File: config.mk
export PLATFORM = sky130hd
export DESIGN_NAME = uart_rx
export DESIGN_NICKNAME = d
export VERILOG_FILES = /design/src/rtl/uart_pkg.sv /design/src/rtl/uart_rx_sync.sv /design/src/rtl/uart_rx.sv
export SDC_FILE = /design/constraint.sdc
export NUM_CORES = 1
export LEC_CHECK = 0
export BUFFER_PORTS_ARGS = -buffer_cell sky130_fd_sc_hd__buf_2
export CAP_MARGIN = 10
export CORE_AREA = 4 4 85 87
export DETAILED_ROUTE_END_ITERATION = 16
export DIE_AREA = 0 0 89 91
export GPL_TIMING_DRIVEN = 0
export PLACE_DENSITY_LB_ADDON = 0.05
export SLEW_MARGIN = 0
export SYNTH_ARGS = -nofsm -noshare
export SYNTH_HDL_FRONTEND = slang
export SYNTH_HIERARCHICAL = 1
export SYNTH_SLANG_ARGS = --single-unit
File: constraint.sdc
create_clock -name i_Clock -period 2.8 [get_ports i_Clock]
set_clock_uncertainty 0.15 [all_clocks]
set_input_delay 0.56 -clock i_Clock [delete_from_list [all_inputs] [get_ports i_Clock]]
set_output_delay 0.56 -clock i_Clock [all_outputs]
set_load 0.005 [all_outputs]
File: src/rtl/uart_pkg.sv
// rtl/uart_pkg.sv - shared UART state encoding, data width and parity helper
package uart_pkg;

    localparam int UART_DATA_BITS = 8;

    typedef enum logic [2:0] {
        IDLE       = 3'b000,
        START_BIT  = 3'b001,
        DATA_BIT   = 3'b010,
        STOP_BIT   = 3'b011,
        PARITY_BIT = 3'b100,
        CLEANUP    = 3'b101
    } uart_state_t;

    // Parity bit a transmitter would send for this data; odd sense inverts it.
    function automatic logic calc_parity(input logic [UART_DATA_BITS-1:0] data,
                                         input logic                      odd);
        return (^data) ^ odd;
    endfunction

endpackage

File: src/rtl/uart_rx_sync.sv
// rtl/uart_rx_sync.sv - 2-flop RX synchronizer, resets to line-idle (1)
module uart_rx_sync (
    input  logic i_Clock,
    input  logic i_Reset,
    input  logic i_Async,
    output logic o_Sync,
    output logic o_Settled
);

    logic [1:0] r_Sync;
    logic [1:0] r_Settle;

    // o_Settled marks the point where o_Sync reflects the line rather than the reset value.
    always_ff @(posedge i_Clock or posedge i_Reset) begin
        if (i_Reset) begin
            r_Sync   <= 2'b11;
            r_Settle <= 2'b00;
        end else begin
            r_Sync   <= {r_Sync[0], i_Async};
            r_Settle <= {r_Settle[0], 1'b1};
        end
    end

    assign o_Sync    = r_Sync[1];
    assign o_Settled = r_Settle[1];

endmodule

File: src/rtl/uart_rx.sv
// rtl/uart_rx.sv - UART receiver, 8 data bits LSB first, 1 stop; parity via UART_RX_PARITY_EN
module uart_rx
    import uart_pkg::*;
#(
    parameter int CLKS_PER_BIT = 217,
    parameter int PARITY_ODD   = 0
) (
    input  logic                      i_Clock,
    input  logic                      i_Reset,
    input  logic                      i_RX_Serial,
    output logic [UART_DATA_BITS-1:0] o_Output_Byte,
    output logic                      o_RX_Valid,
    output logic                      o_Main_RX_Active,
    output logic                      o_Frame_Error,
    output logic                      o_Parity_Error
);

    localparam logic [15:0] HALF_BIT   = 16'((CLKS_PER_BIT - 1) / 2);
    localparam logic [15:0] LAST_COUNT = 16'(CLKS_PER_BIT - 1);
    localparam logic [2:0]  LAST_INDEX = 3'(UART_DATA_BITS - 1);

    if (CLKS_PER_BIT < 4 || CLKS_PER_BIT > 65535 || PARITY_ODD < 0 || PARITY_ODD > 1) begin : g_param_check
        $error("uart_rx: parameter out of range");
    end

    logic w_RX_Sync;
    logic w_Sync_Settled;

    uart_rx_sync u_sync (
        .i_Clock   (i_Clock),
        .i_Reset   (i_Reset),
        .i_Async   (i_RX_Serial),
        .o_Sync    (w_RX_Sync),
        .o_Settled (w_Sync_Settled)
    );

    uart_state_t               r_State, w_Next_State;
    logic [15:0]               r_Clock_Count, w_Next_Count;
    logic [2:0]                r_Bit_Index, w_Next_Index;
    logic [UART_DATA_BITS-1:0] r_Shift, w_Next_Shift;
    logic [UART_DATA_BITS-1:0] r_Output_Byte, w_Next_Byte;
    logic                      r_RX_Valid, w_Next_Valid;
    logic                      r_Frame_Error, w_Next_Frame_Error;
    logic                      r_Parity_Error, w_Next_Parity_Error;
    logic                      r_Parity_Bad, w_Next_Parity_Bad;
    logic                      w_Bit_Done;

    assign w_Bit_Done = (r_Clock_Count == LAST_COUNT);

    always_comb begin
        w_Next_State        = r_State;
        w_Next_Count        = r_Clock_Count;
        w_Next_Index        = r_Bit_Index;
        w_Next_Shift        = r_Shift;
        w_Next_Byte         = r_Output_Byte;
        w_Next_Valid        = 1'b0;
        w_Next_Frame_Error  = 1'b0;
        w_Next_Parity_Error = 1'b0;
        w_Next_Parity_Bad   = r_Parity_Bad;

        case (r_State)
            IDLE: begin
                w_Next_Count = '0;
                w_Next_Index = '0;
                if (!w_RX_Sync) begin
                    w_Next_State = START_BIT;
                end
            end

            START_BIT: begin
                if (r_Clock_Count == HALF_BIT) begin
                    w_Next_Count = '0;
                    w_Next_State = w_RX_Sync ? IDLE : DATA_BIT;
                end else begin
                    w_Next_Count = r_Clock_Count + 16'd1;
                end
            end

            DATA_BIT: begin
                if (w_Bit_Done) begin
                    w_Next_Count               = '0;
                    w_Next_Shift[r_Bit_Index]  = w_RX_Sync;
                    if (r_Bit_Index == LAST_INDEX) begin
                        w_Next_Index = '0;
`ifdef UART_RX_PARITY_EN
                        w_Next_State = PARITY_BIT;
`else
                        w_Next_State = STOP_BIT;
`endif
                    end else begin
                        w_Next_Index = r_Bit_Index + 3'd1;
                    end
                end else begin
                    w_Next_Count = r_Clock_Count + 16'd1;
                end
            end

`ifdef UART_RX_PARITY_EN
            PARITY_BIT: begin
                if (w_Bit_Done) begin
                    w_Next_Count      = '0;
                    w_Next_Parity_Bad = (w_RX_Sync != calc_parity(r_Shift, 1'(PARITY_ODD)));
                    w_Next_State      = STOP_BIT;
                end else begin
                    w_Next_Count = r_Clock_Count + 16'd1;
                end
            end
`endif

            STOP_BIT: begin
                if (w_Bit_Done) begin
                    w_Next_Count = '0;
                    w_Next_State = CLEANUP;
                    if (w_RX_Sync) begin
                        w_Next_Byte         = r_Shift;
                        w_Next_Valid        = 1'b1;
                        w_Next_Parity_Error = r_Parity_Bad;
                    end else begin
                        w_Next_Frame_Error  = 1'b1;
                    end
                end else begin
                    w_Next_Count = r_Clock_Count + 16'd1;
                end
            end

            // A line held low (break) keeps us here; reset also lands here.
            CLEANUP: begin
                w_Next_Count = '0;
                w_Next_Index = '0;
                if (w_RX_Sync && w_Sync_Settled) begin
                    w_Next_State = IDLE;
                end
            end

            default: begin
                w_Next_Count = '0;
                w_Next_Index = '0;
                w_Next_State = CLEANUP;
            end
        endcase
    end

    always_ff @(posedge i_Clock or posedge i_Reset) begin
        if (i_Reset) begin
            r_State        <= CLEANUP;
            r_Clock_Count  <= '0;
            r_Bit_Index    <= '0;
            r_Shift        <= '0;
            r_Output_Byte  <= '0;
            r_RX_Valid     <= 1'b0;
            r_Frame_Error  <= 1'b0;
            r_Parity_Error <= 1'b0;
            r_Parity_Bad   <= 1'b0;
        end else begin
            r_State        <= w_Next_State;
            r_Clock_Count  <= w_Next_Count;
            r_Bit_Index    <= w_Next_Index;
            r_Shift        <= w_Next_Shift;
            r_Output_Byte  <= w_Next_Byte;
            r_RX_Valid     <= w_Next_Valid;
            r_Frame_Error  <= w_Next_Frame_Error;
            r_Parity_Error <= w_Next_Parity_Error;
            r_Parity_Bad   <= w_Next_Parity_Bad;
        end
    end

    assign o_Output_Byte    = r_Output_Byte;
    assign o_RX_Valid       = r_RX_Valid;
    assign o_Frame_Error    = r_Frame_Error;
    assign o_Main_RX_Active = (r_State == START_BIT) || (r_State == DATA_BIT) ||
                              (r_State == PARITY_BIT) || (r_State == STOP_BIT);
`ifdef UART_RX_PARITY_EN
    assign o_Parity_Error   = r_Parity_Error;
`else
    assign o_Parity_Error   = 1'b0;
`endif

endmodule

==> results of run 1 <==
-- sequential cells by signal (all words and copies together) (netlist names) --
register and cells:
r_Bit_Index 3, r_State 3, o_Output_Byte 8, u_sync/r_Sync 2
o_RX_Valid 1, u_sync/r_Settle 2, r_Shift 8, o_Frame_Error 1
r_Clock_Count 16
-- cells by family (layout without fill, tap and decap cells) --
| logic type | count (synthesis) | in the layout |
|---|---|---|
| multiplexers | 17 | 17 |
| AND/OR/NAND/NOR | 88 | 88 |
| buffers and inverters | 17 | 39 |
| XOR/XNOR | 14 | 14 |
| AO/OA/AOI/OAI | 18 | 18 |
| adder cells (fa/ha/maj) | 4 | 4 |
| flip-flops | 44 | 44 |
| other | 2 | 2 |
-- repair_timing --
item,in CTS,in global routing
setup endpoints to repair,0,0
hold buffers,1,0
gates resized for setup,0,0
endpoints found under the hold margin,2,0
-- cell type report --
cell class,count,area (um2),area share
Buffer,10,55.05,0.02213
Clock buffer,5,68.82,0.02767
Clock inverter,3,46.29,0.01861
Inverter,7,26.28,0.01056
Multi-Input combinational cell,143,1013,0.4074
Sequential cell,44,1106,0.4447
Tap cell,77,96.34,0.03873
Timing Repair Buffer,14,75.07,0.03018
-- worst register-to-register path: cells and delay by family, from the launching register on --
kind             cells  cell delay, ns
and+or+nand+nor      3            1.19
DFF                  1            0.44
muxes                1            0.38
-- Yosys cell counts (all sizes together), types with 2 or more instances --
master	instances	area, um2
nand2	8	30.03
o21ai	3	15.01
dfstp	4	105.1
nor3	7	35.03
a31oi	2	12.51
and3	6	45.04
a21oi	4	20.02
dfrtp	40	1001
ha	4	50.05
nand3	9	45.04
nand4	8	50.05
conb	2	7.510
and4	2	18.77
clkbuf	4	16.26
inv	7	26.28
mux2	17	191.4
or3	3	18.77
buf	6	38.79
nor3b	3	22.52
nor2b	3	18.77
xor2	5	43.79
nor2	28	112.6
nor4	5	46.29
nand2b	2	12.51
a22o	4	35.03
xnor2	9	78.83
-- per-layer routing --
layer	part of all wire	vias up	routed length, um	global-route usage
li1	-	759	-	-
met1	0.44	765	1982	0.1407
met2	0.52	20	2368	0.2172
met3	0.026	9	120	0.02262
met4	0.017	0	77	0.05087
met5	0	-	0	0
-- power by group through the flow --
stage / combinational, uW / clock (uW) / sequential, uW
after CTS: 23.9 / 517 / 641
final: 22.2 / 502 / 641
after detailed placement: 22.8 / 0 / 653
after global routing: 26.8 / 547 / 642
after global placement: 21.1 / 0 / 653
after floorplan: 15.0 / 0 / 653
-- final timing paths --
path	to	slack, ns	depth (start not counted)
max	o_Main_RX_Active	0.45	4
min	u_sync/r_Settle[1]	0.20	0
max reg2reg	o_Output_Byte[5]	0.54	4
min reg2reg	u_sync/r_Settle[1]	0.20	0
max in group asynchronous	r_Clock_Count[1]	1.13	3
min in group asynchronous	u_sync/r_Settle[0]	0.54	3
-- metrics by stage --
stage                     cells    util  setup slack, ns
final                       303  0.3917           0.4480
after global routing        303  0.3917           0.3428
after CTS                   303  0.3917           0.4461
after detailed placement    294  0.3720           0.5496
after global placement      294  0.3720           0.5565
after floorplan             204       -           0.8981
==> run_results.csv, run 1 <==
group,metric,value,unit
sta,finalCritPeriodShare,0.8400,
finish,n_antenna_cell,0,
floorplan,start_util,0.3466,
clock_network,cts_tree,"done",
worst_setup_path,r2r_start,"r_Clock_Count[8]",
sta,finalSetupTns,0,ns
synthesis,synthAdderAreaFrac,0.02274,
clock_network,cts_buffers,5,
power,seq_power_share,0.550,
synthesis,synthCells,204,
sta,rsz0062_at_grt,"no",
finish,nFillCells,615,
finish,drive_gt1_frac,0.2699,
worst_setup_path,cp.required,2.09,ns
route,drt-total-wl,4.549,mm
route,dr.pass1.iters,4,
worst_setup_path,cp-startpoint,"r_State[0]",
global_route,grt_pass1_wl,7.810,mm
power,power,1166,uW
power,p_switching,252.5,uW
finish,synthToLayoutAreaGrowth,13.02,%
floorplan,chipWidth,89,um
job,maxCapViolCount,0,
synthesis,postSynthAreaPerCell,10.79,um2
placed_design,dpl-instance-area,2362,um2
power,ir_drop,0.0002029,V
synthesis,synthesis.nets,211,
sta,worst_pin_slew,0.8536,ns
clock_network,cts_max_level,2,
placed_design,io_buffers,13,
clock_network,cts_sinks,44,
placed_design,hpwlAfterDp,3.163,mm
worst_setup_path,path_cells,"clkbuf_1 -> nor2_1 -> xnor2_1 -> buf_2",
clock_network,cts_setup_buffers,0,
floorplan,num_io_pins,15,
clock_network,clk_latency,0.30,ns
synthesis,yosys_most_used_dff,"dfrtp_1",
worst_setup_path,crit_slowest_cell,"dfstp_2",
synthesis,yosys.area_share.simple,0.2257,
route,vias,1553,
sta,fin_crit,2.352,ns
hold_path,worstHoldPathType,"register to register",
synthesis,synthMuxAreaShare,0.08698,
worst_setup_path,worstSetupPathType,"register to primary output",
global_route,antenna_found_initial,0,
global_route,grt_overflow,0,
global_route,grt_max_degree,41,
worst_setup_path,worstPathMaxFanout,10,
finish,final_cell_mix,"40 x dfrtp_1, 27 x nor2_1, 17 x buf_2, 17 x mux2_2",
synthesis,synth_top_family_by_area,"simple AND/OR/NAND/NOR gates",
floorplan,dieHeight,91,um
synthesis,synth_xor_area_frac,0.05571,
power,p_sw_frac,0.2166,
floorplan,fp.coreArea,6350,um2
route,detail_route.wl_per_cell,15.01,um
power,internal-power,913.3,uW
sta,holdWs,0.2029,ns
finish,mostFrequentLayoutCell,"dfrtp_1",
route,viasPerCell,5.125,
synthesis,yosysSeqAreaShare,0.5026,
sta,setup_viol,0,
synthesis,async_flop_share,1.000,
worst_setup_path,cp_top_family,"flip-flops",
power,clkPwrFrac,0.431,
power,p_leak,0.001128,uW
worst_setup_path,arrival,1.64,ns
route,drc,0,
route,drt_iter0_markers,64,
sta,final_hold_viol_count,0,
clock_network,cts_buffer_depth,2,
clock_network,clockRootBuffer,"clkbuf_8",
sta,drv_slew,0,
finish,design_area,2487,um2
floorplan,die_area,8099,um2
synthesis,yosysUniqueCellTypes,41,
synthesis,yosys_register_bits,44,
clock_network,clk_pin_slew,0.09,ns
worst_setup_path,cpPeakStageDelay,0.61,ns
placed_design,gp_congestion,0.7919,
worst_setup_path,worst_setup_path_start_kind,"register",
hold_path,hp-start,"u_sync/r_Settle[0]",
finish,fin_nets,232,
global_route,globalRouteTotalUtil,0.1221,
status,status,"complete, no violations",
synthesis,synth_edf_count,0,
worst_setup_path,critPathBufInv,2,
synthesis,synth-compound-area-share,0.06595,
route,ant_nets,0,
synthesis,yosysWarnings,6,
worst_setup_path,end_kind,"primary output",
synthesis,netlist_area,2201,um2
floorplan,row_count,29,
power,power_density,468.7,nW/um2
sta,fmax,425.2,MHz
power,combPwrFrac,0.019,
global_route,first_global_vias,1680,
sta,timing.slew.headroom,0.4301,
Power figures use the tool's default switching activity.
==> run 2: changes to the inputs <==
Settings changed: ABC_AREA set to 1.
Clock period 2.8 ns to 2.3 ns, I/O delays scaled along.
==> run_results.csv, run 2 <==
group,metric,value,unit
clock_network,post_cts_resize_count,0,
synthesis,synth_common_cells,"67 x nand2_1, 40 x dfrtp_1, 27 x nor2_1",
route,ant_nets,0,
synthesis,yosysSeqAreaShare,0.5006,
status,status,"complete, no violations",
route,viasPerCell,4.479,
route,detail_route.wl_per_cell,12.11,um
placed_design,dpl_worst_slack,0.2988,ns
synthesis,yosys.area_share.simple,0.3143,
clock_network,cts_tree,"done",
finish,mostFrequentLayoutCell,"nand2_1",
floorplan,dieHeight,91,um
clock_network,clk_latency,0.29,ns
power,p_sw_frac,0.1965,
power,combPwrFrac,0.020,
synthesis,synth_edf_count,0,
finish,top_register,"r_Clock_Count",
floorplan,start_util,0.3480,
power,ir_drop,0.0003762,V
synthesis,async_flop_share,1.000,
worst_setup_path,worstReg2RegEnd,"r_Clock_Count[5]",
job,maxCapViolCount,0,
worst_setup_path,end_kind,"register",
sta,holdWs,0.1073,ns
placed_design,hpwlAfterDp,3.125,mm
synthesis,synth.most_common_cell,"nand2_1",
synthesis,synth_top_cell_by_area,"dfrtp_1",
worst_setup_path,worstPathMaxFanout,10,
floorplan,num_io_pins,15,
floorplan,row_count,29,
finish,largest_reg_flops,16,
sta,fmax,507.7,MHz
worst_setup_path,worstSetupPathType,"register to register",
global_route,antenna_found_initial,0,
worst_setup_path,path_cells,"inv_1 -> ha_1 -> nand3_1 -> nor2_4 -> nand2_4 -> nand2_2 -> nand2_2 -> a21oi_4 -> buf_12 -> nor2_4",
synthesis,yosysUniqueCellTypes,22,
route,dr.pass1.iters,4,
finish,synthToLayoutAreaGrowth,14.38,%
synthesis,synthMuxAreaShare,0,
power,p_leak,0.001231,uW
synthesis,ys_top_cells_by_area,"dfrtp_1 45%, nand2_1 11%, nor2_4 6.6%, nand3_1 5.2%, dfstp_2 4.8%",
worst_setup_path,r2r_cells,10,
worst_setup_path,cpPeakStageDelay,0.41,ns
floorplan,die_area,8099,um2
synthesis,synth_xor_area_frac,0.05153,
worst_setup_path,cp_top_family,"simple AND/OR/NAND/NOR gates",
worst_setup_path,worst_setup_path_start_kind,"register",
sta,rsz0062_at_grt,"no",
global_route,grt_max_degree,32,
synthesis,synthCells,255,
clock_network,clockRootBuffer,"clkbuf_8",
global_route,grt_pass1_wl,7.893,mm
worst_setup_path,path_depth,10,
route,vias,1590,
sta,finalSetupTns,0,ns
finish,n_antenna_cell,0,
global_route,grt_overflow,0,
worst_setup_path,cp-startpoint,"r_Clock_Count[0]",
power,p_switching,286.0,uW
worst_setup_path,crit_slowest_cell,"dfrtp_1",
clock_network,cts_buffers,5,
clock_network,clk_pin_slew,0.08,ns
clock_network,cts_max_level,2,
synthesis,postSynthAreaPerCell,8.665,um2
sta,finalCritPeriodShare,0.8564,
global_route,first_global_vias,1602,
synthesis,yosysWarnings,6,
sta,drv_slew,0,
worst_setup_path,arrival,2.00,ns
worst_setup_path,reg2reg_slack,0.33,ns
floorplan,fp.coreArea,6350,um2
sta,fin_ws,0.3302,ns
synthesis,yosys_register_bits,44,
power,clkPwrFrac,0.444,
power,seq_power_share,0.536,
route,drc,0,
synthesis,synth-compound-area-share,0.04587,
synthesis,synthAdderAreaFrac,0.02265,
route,drt_iter0_markers,60,
worst_setup_path,r2r_start,"r_Clock_Count[0]",
sta,setup_viol,0,
finish,fin_nets,284,
worst_setup_path,cp.required,2.33,ns
synthesis,synth_top_family_by_area,"simple AND/OR/NAND/NOR gates",
worst_setup_path,endpoint,"r_Clock_Count[5]",
placed_design,io_buffers,13,
worst_setup_path,critPathBufInv,2,
route,drt-total-wl,4.300,mm
power,power_density,575.8,nW/um2
sta,fin_crit,1.970,ns
power,internal-power,1169,uW
floorplan,chipWidth,89,um
synthesis,netlist_area,2210,um2
finish,drive_gt1_frac,0.1835,
global_route,globalRouteTotalUtil,0.1238,
clock_network,cts_sinks,44,
finish,final_cell_mix,"67 x nand2_1, 40 x dfrtp_1, 27 x nor2_1",
synthesis,synthesis.nets,262,
sta,final_hold_viol_count,0,
synthesis,synth_top_area_share,0.4530,
synthesis,yosys_most_used_dff,"dfrtp_1",
placed_design,gp_congestion,0.7698,
clock_network,cts_buffer_depth,2,
hold_path,worstHoldPathType,"primary input to register",
## run 2: cell types whose count changed in the layout (fill, tap and decap cells not counted), sizes merged, moves of 6 or more
cell / delta
and3: -6
inv: +20
mux2: -17
nand2: +64
nand3: +14
nand4: -6
nor2: +13
o21ai: +14
xnor2: -6
## run 2: power groups by stage
stage	clock [uW]	sequential, uW	combinational, uW
after floorplan	0	795	16.2
after global placement	0	795	25.3
after detailed placement	0	795	29.6
after CTS	679	780	31.0
after global routing	713	781	34.4
final	647	780	28.7
## run 2: cell families after synthesis
kind of cell             Yosys count
buffers and inverters             31
other                              2
AND/OR/NAND/NOR                  143
adder cells (fa/ha/maj)            4
XOR/XNOR                          13
AO/OA/AOI/OAI                     18
flip-flops                        44
## run 2: what timing repair did
item | 4_1_cts | 5_1_grt
hold buffers | 1 | 0
endpoints found under the hold margin | 9 | 0
buffers inserted | 0 | 0
## run 2: layout make-up
class                   instances  area [um2]
repair buffers                 15       95.09
multi-input cells             180       967.2
clock inverters                 1       30.03
flip-flops and latches         44        1106
plain buffers                   2       27.53
clock buffers                   7       96.34
well taps                      77       96.34
inverters                      29       108.9
fillers                       664        3822
## run 2: layer usage
layer	GRT usage	vias to the layer above	share of wire
li1	-	838	-
met1	0.1807	726	0.52
met2	0.1825	22	0.43
met3	0.02986	4	0.036
met4	0.03350	0	0.011
met5	0	-	0
## run 2: worst register-to-register path: stages (launching register included)
cell	delay, ns
dfrtp_1	0.41
inv_1	0.07
ha_1	0.16
nand3_1	0.12
nor2_4	0.14
nand2_4	0.09
nand2_2	0.07
nand2_2	0.09
a21oi_4	0.30
buf_12	0.23
nor2_4	0.04
## run 2: how the worst min path moves through the flow
stage | slack, ns | cells after the start | from | to
final | 0.11 | 1 | i_RX_Serial | u_sync/r_Sync[0]
after global routing | 0.09 | 1 | i_RX_Serial | u_sync/r_Sync[0]
after CTS | 0.09 | 1 | i_RX_Serial | u_sync/r_Sync[0]
after detailed placement | 0.20 | 0 | u_sync/r_Sync[0] | u_sync/r_Sync[1]
after global placement | 0.18 | 0 | u_sync/r_Settle[0] | u_sync/r_Settle[1]
after floorplan | 0.07 | 1 | i_Reset | u_sync/r_Settle[0]
## run 2: stage by stage
step                utilization  total power [uW]  cells  area, um2
detailed placement       0.3766             825.1    346       2391
finish                   0.3980              1455    355       2527
CTS                      0.3980              1491    355       2527
floorplan                     -             810.8    255       2210
global route             0.3980              1529    355       2527
global placement         0.3734             820.5    345       2371
==> run 3: changes to the inputs <==
--- a/config.mk
+++ b/config.mk
@@ -7,3 +7,3 @@
 export LEC_CHECK = 0
-export ABC_AREA = 1
+export ABC_AREA = 0
 export BUFFER_PORTS_ARGS = -buffer_cell sky130_fd_sc_hd__buf_2
==> constraint.sdc (replaced) <==
create_clock -name i_Clock -period 2.3 [get_ports i_Clock]
set_clock_uncertainty 0.15 [all_clocks]
set_input_delay 0.23 -clock i_Clock [delete_from_list [all_inputs] [get_ports i_Clock]]
set_output_delay 0.23 -clock i_Clock [all_outputs]
set_load 0.005 [all_outputs]
==> run_results.csv, run 3 (synthesized netlist as in run 1, its figures left out) <==
group,metric,value,unit
placed_design,dpl_worst_slack,0.04956,ns
sta,holdWs,0.2029,ns
clock_network,cts_buffer_depth,2,
worst_setup_path,worstPathMaxFanout,8,
placed_design,io_buffers,13,
placed_design,hpwlAfterDp,3.163,mm
power,p_leak,0.001132,uW
global_route,antenna_found_initial,0,
route,detail_route.wl_per_cell,14.96,um
route,viasPerCell,5.116,
floorplan,fp.coreArea,6350,um2
route,dr.pass1.iters,4,
clock_network,cts_tree,"done",
sta,rsz0062_at_grt,"no",
sta,finalCritPeriodShare,0.9383,
clock_network,cts_setup_buffers,0,
clock_network,cts_max_level,2,
clock_network,clockRootBuffer,"clkbuf_8",
worst_setup_path,worst_setup_path_start_kind,"register",
floorplan,start_util,0.3466,
power,p_sw_frac,0.2165,
clock_network,cts_buffers,5,
worst_setup_path,end_kind,"register",
sta,fmax,463.4,MHz
power,clkPwrFrac,0.431,
hold_path,worstHoldPathType,"register to register",
clock_network,clk_pin_slew,0.09,ns
global_route,grt_busiest_layer,"met2",
power,p_switching,307.5,uW
sta,setup_viol,0,
power,internal-power,1113,uW
global_route,grt_max_degree,41,
sta,drv_slew,0,
job,maxCapViolCount,0,
power,seq_power_share,0.549,
worst_setup_path,arrival,2.20,ns
finish,n_antenna_cell,0,
power,power_density,568.5,nW/um2
route,vias,1550,
clock_network,clk_latency,0.30,ns
clock_network,cts_sinks,44,
route,drc,0,
power,ir_drop,0.0002468,V
sta,timing.slew.headroom,0.4272,
floorplan,die_area,8099,um2
finish,fin_nets,232,
power,combPwrFrac,0.020,
sta,finalSetupTns,0,ns
route,drt-total-wl,4.533,mm
finish,synthToLayoutAreaGrowth,13.53,%
global_route,grt_overflow,0,
sta,final_hold_viol_count,0,
floorplan,chipWidth,89,um
floorplan,row_count,29,
route,ant_nets,0,
sta,worst_pin_slew,0.8580,ns
worst_setup_path,cp.required,2.34,ns
global_route,grt_pass1_wl,7.824,mm
worst_setup_path,worstSetupPathType,"register to register",
status,status,"complete, no violations",
finish,final_cell_mix,"40 x dfrtp_1, 27 x nor2_1, 17 x buf_2, 17 x mux2_2",
floorplan,dieHeight,91,um
placed_design,gp_congestion,0.7919,
global_route,use_met2,0.2172,
global_route,gr-usage-met1,0.1413,
finish,largest_reg_flops,16,
global_route,first_global_vias,1681,
global_route,use_met3,0.02262,
floorplan,num_io_pins,15,
finish,mostFrequentLayoutCell,"dfrtp_1",
finish,drive_gt1_frac,0.2743,
global_route,globalRouteTotalUtil,0.1223,
sta,fin_crit,2.158,ns
route,drt_iter0_markers,69,
sta,fin_ws,0.1419,ns
finish,top_register,"r_Clock_Count",
[run 3: changes by cell type in the layout (fill, tap and decap cells not counted), sizes merged, moves of 13 or more]
cell	before	now
inv	28	8
mux2	0	17
nand2	72	8
nand3	23	9
nor2	41	28
o21ai	17	3
[run 3: path summary, 6_finish.rpt]
check | startpoint | endpoint | slack (ns) | depth (start not counted)
min in group asynchronous | i_Reset | u_sync/r_Settle[0] | 0.22 | 3
worst min-delay path | u_sync/r_Settle[0] | u_sync/r_Settle[1] | 0.20 | 0
worst max-delay path | r_Clock_Count[11] | o_Output_Byte[5] | 0.14 | 4
max in group asynchronous | i_Reset | r_Clock_Count[1] | 0.96 | 3
worst min register to register | u_sync/r_Settle[0] | u_sync/r_Settle[1] | 0.20 | 0
worst max register to register | r_Clock_Count[11] | o_Output_Byte[5] | 0.14 | 4
[run 3: power groups by stage]
| stage | clock [uW] | combinational (uW) | sequential [uW] |
|---|---|---|---|
| 3_3_place_gp | 0 | 25.7 | 795 |
| 3_5_place_dp | 0 | 27.8 | 795 |
| 6_report | 612 | 28.5 | 780 |
| 5_1_grt | 666 | 34.2 | 781 |
| 4_1_cts | 629 | 30.4 | 780 |
| 2_1_floorplan | 0 | 18.2 | 795 |
[run 3: worst max-delay path, cell delays in order (launching register included)]
cell and delay [ns]:
dfrtp_1 0.47, nor4_4 0.38, nand4_1 0.33, nor2_4 0.34
mux2_2 0.38
[run 3: repair_timing]
item,in CTS,in global routing
setup endpoints to repair,0,18
hold buffers,2,0
endpoints found under the hold margin,11,0
resized for setup,0,1
[run 3: metrics by stage]
step	instances	area, um2	total power [uW]	utilization
final	303	2499	1420	0.3935
after global routing	303	2499	1482	0.3935
after CTS	304	2497	1440	0.3933
after detailed placement	294	2362	823.2	0.3720
after global placement	294	2362	821.2	0.3720
after floorplan	204	2201	813.0	-
[run 3: cell type report]
| class | instances | area (um2) |
|---|---|---|
| inverters | 7 | 26.28 |
| flip-flops and latches | 44 | 1106 |
| plain buffers | 9 | 51.30 |
| clock inverters | 3 | 46.29 |
| multi-input cells | 143 | 1018 |
| clock buffers | 5 | 68.82 |
| well taps | 77 | 96.34 |
| fillers | 613 | 3851 |
| repair buffers | 15 | 85.08 |
[run 3: per-layer routing]
metal  vias to the layer above  share of wire
met2                        23           0.52
li1                        756              -
met5                         -              0
met4                         0          0.017
met3                         9          0.025
met1                       762           0.44
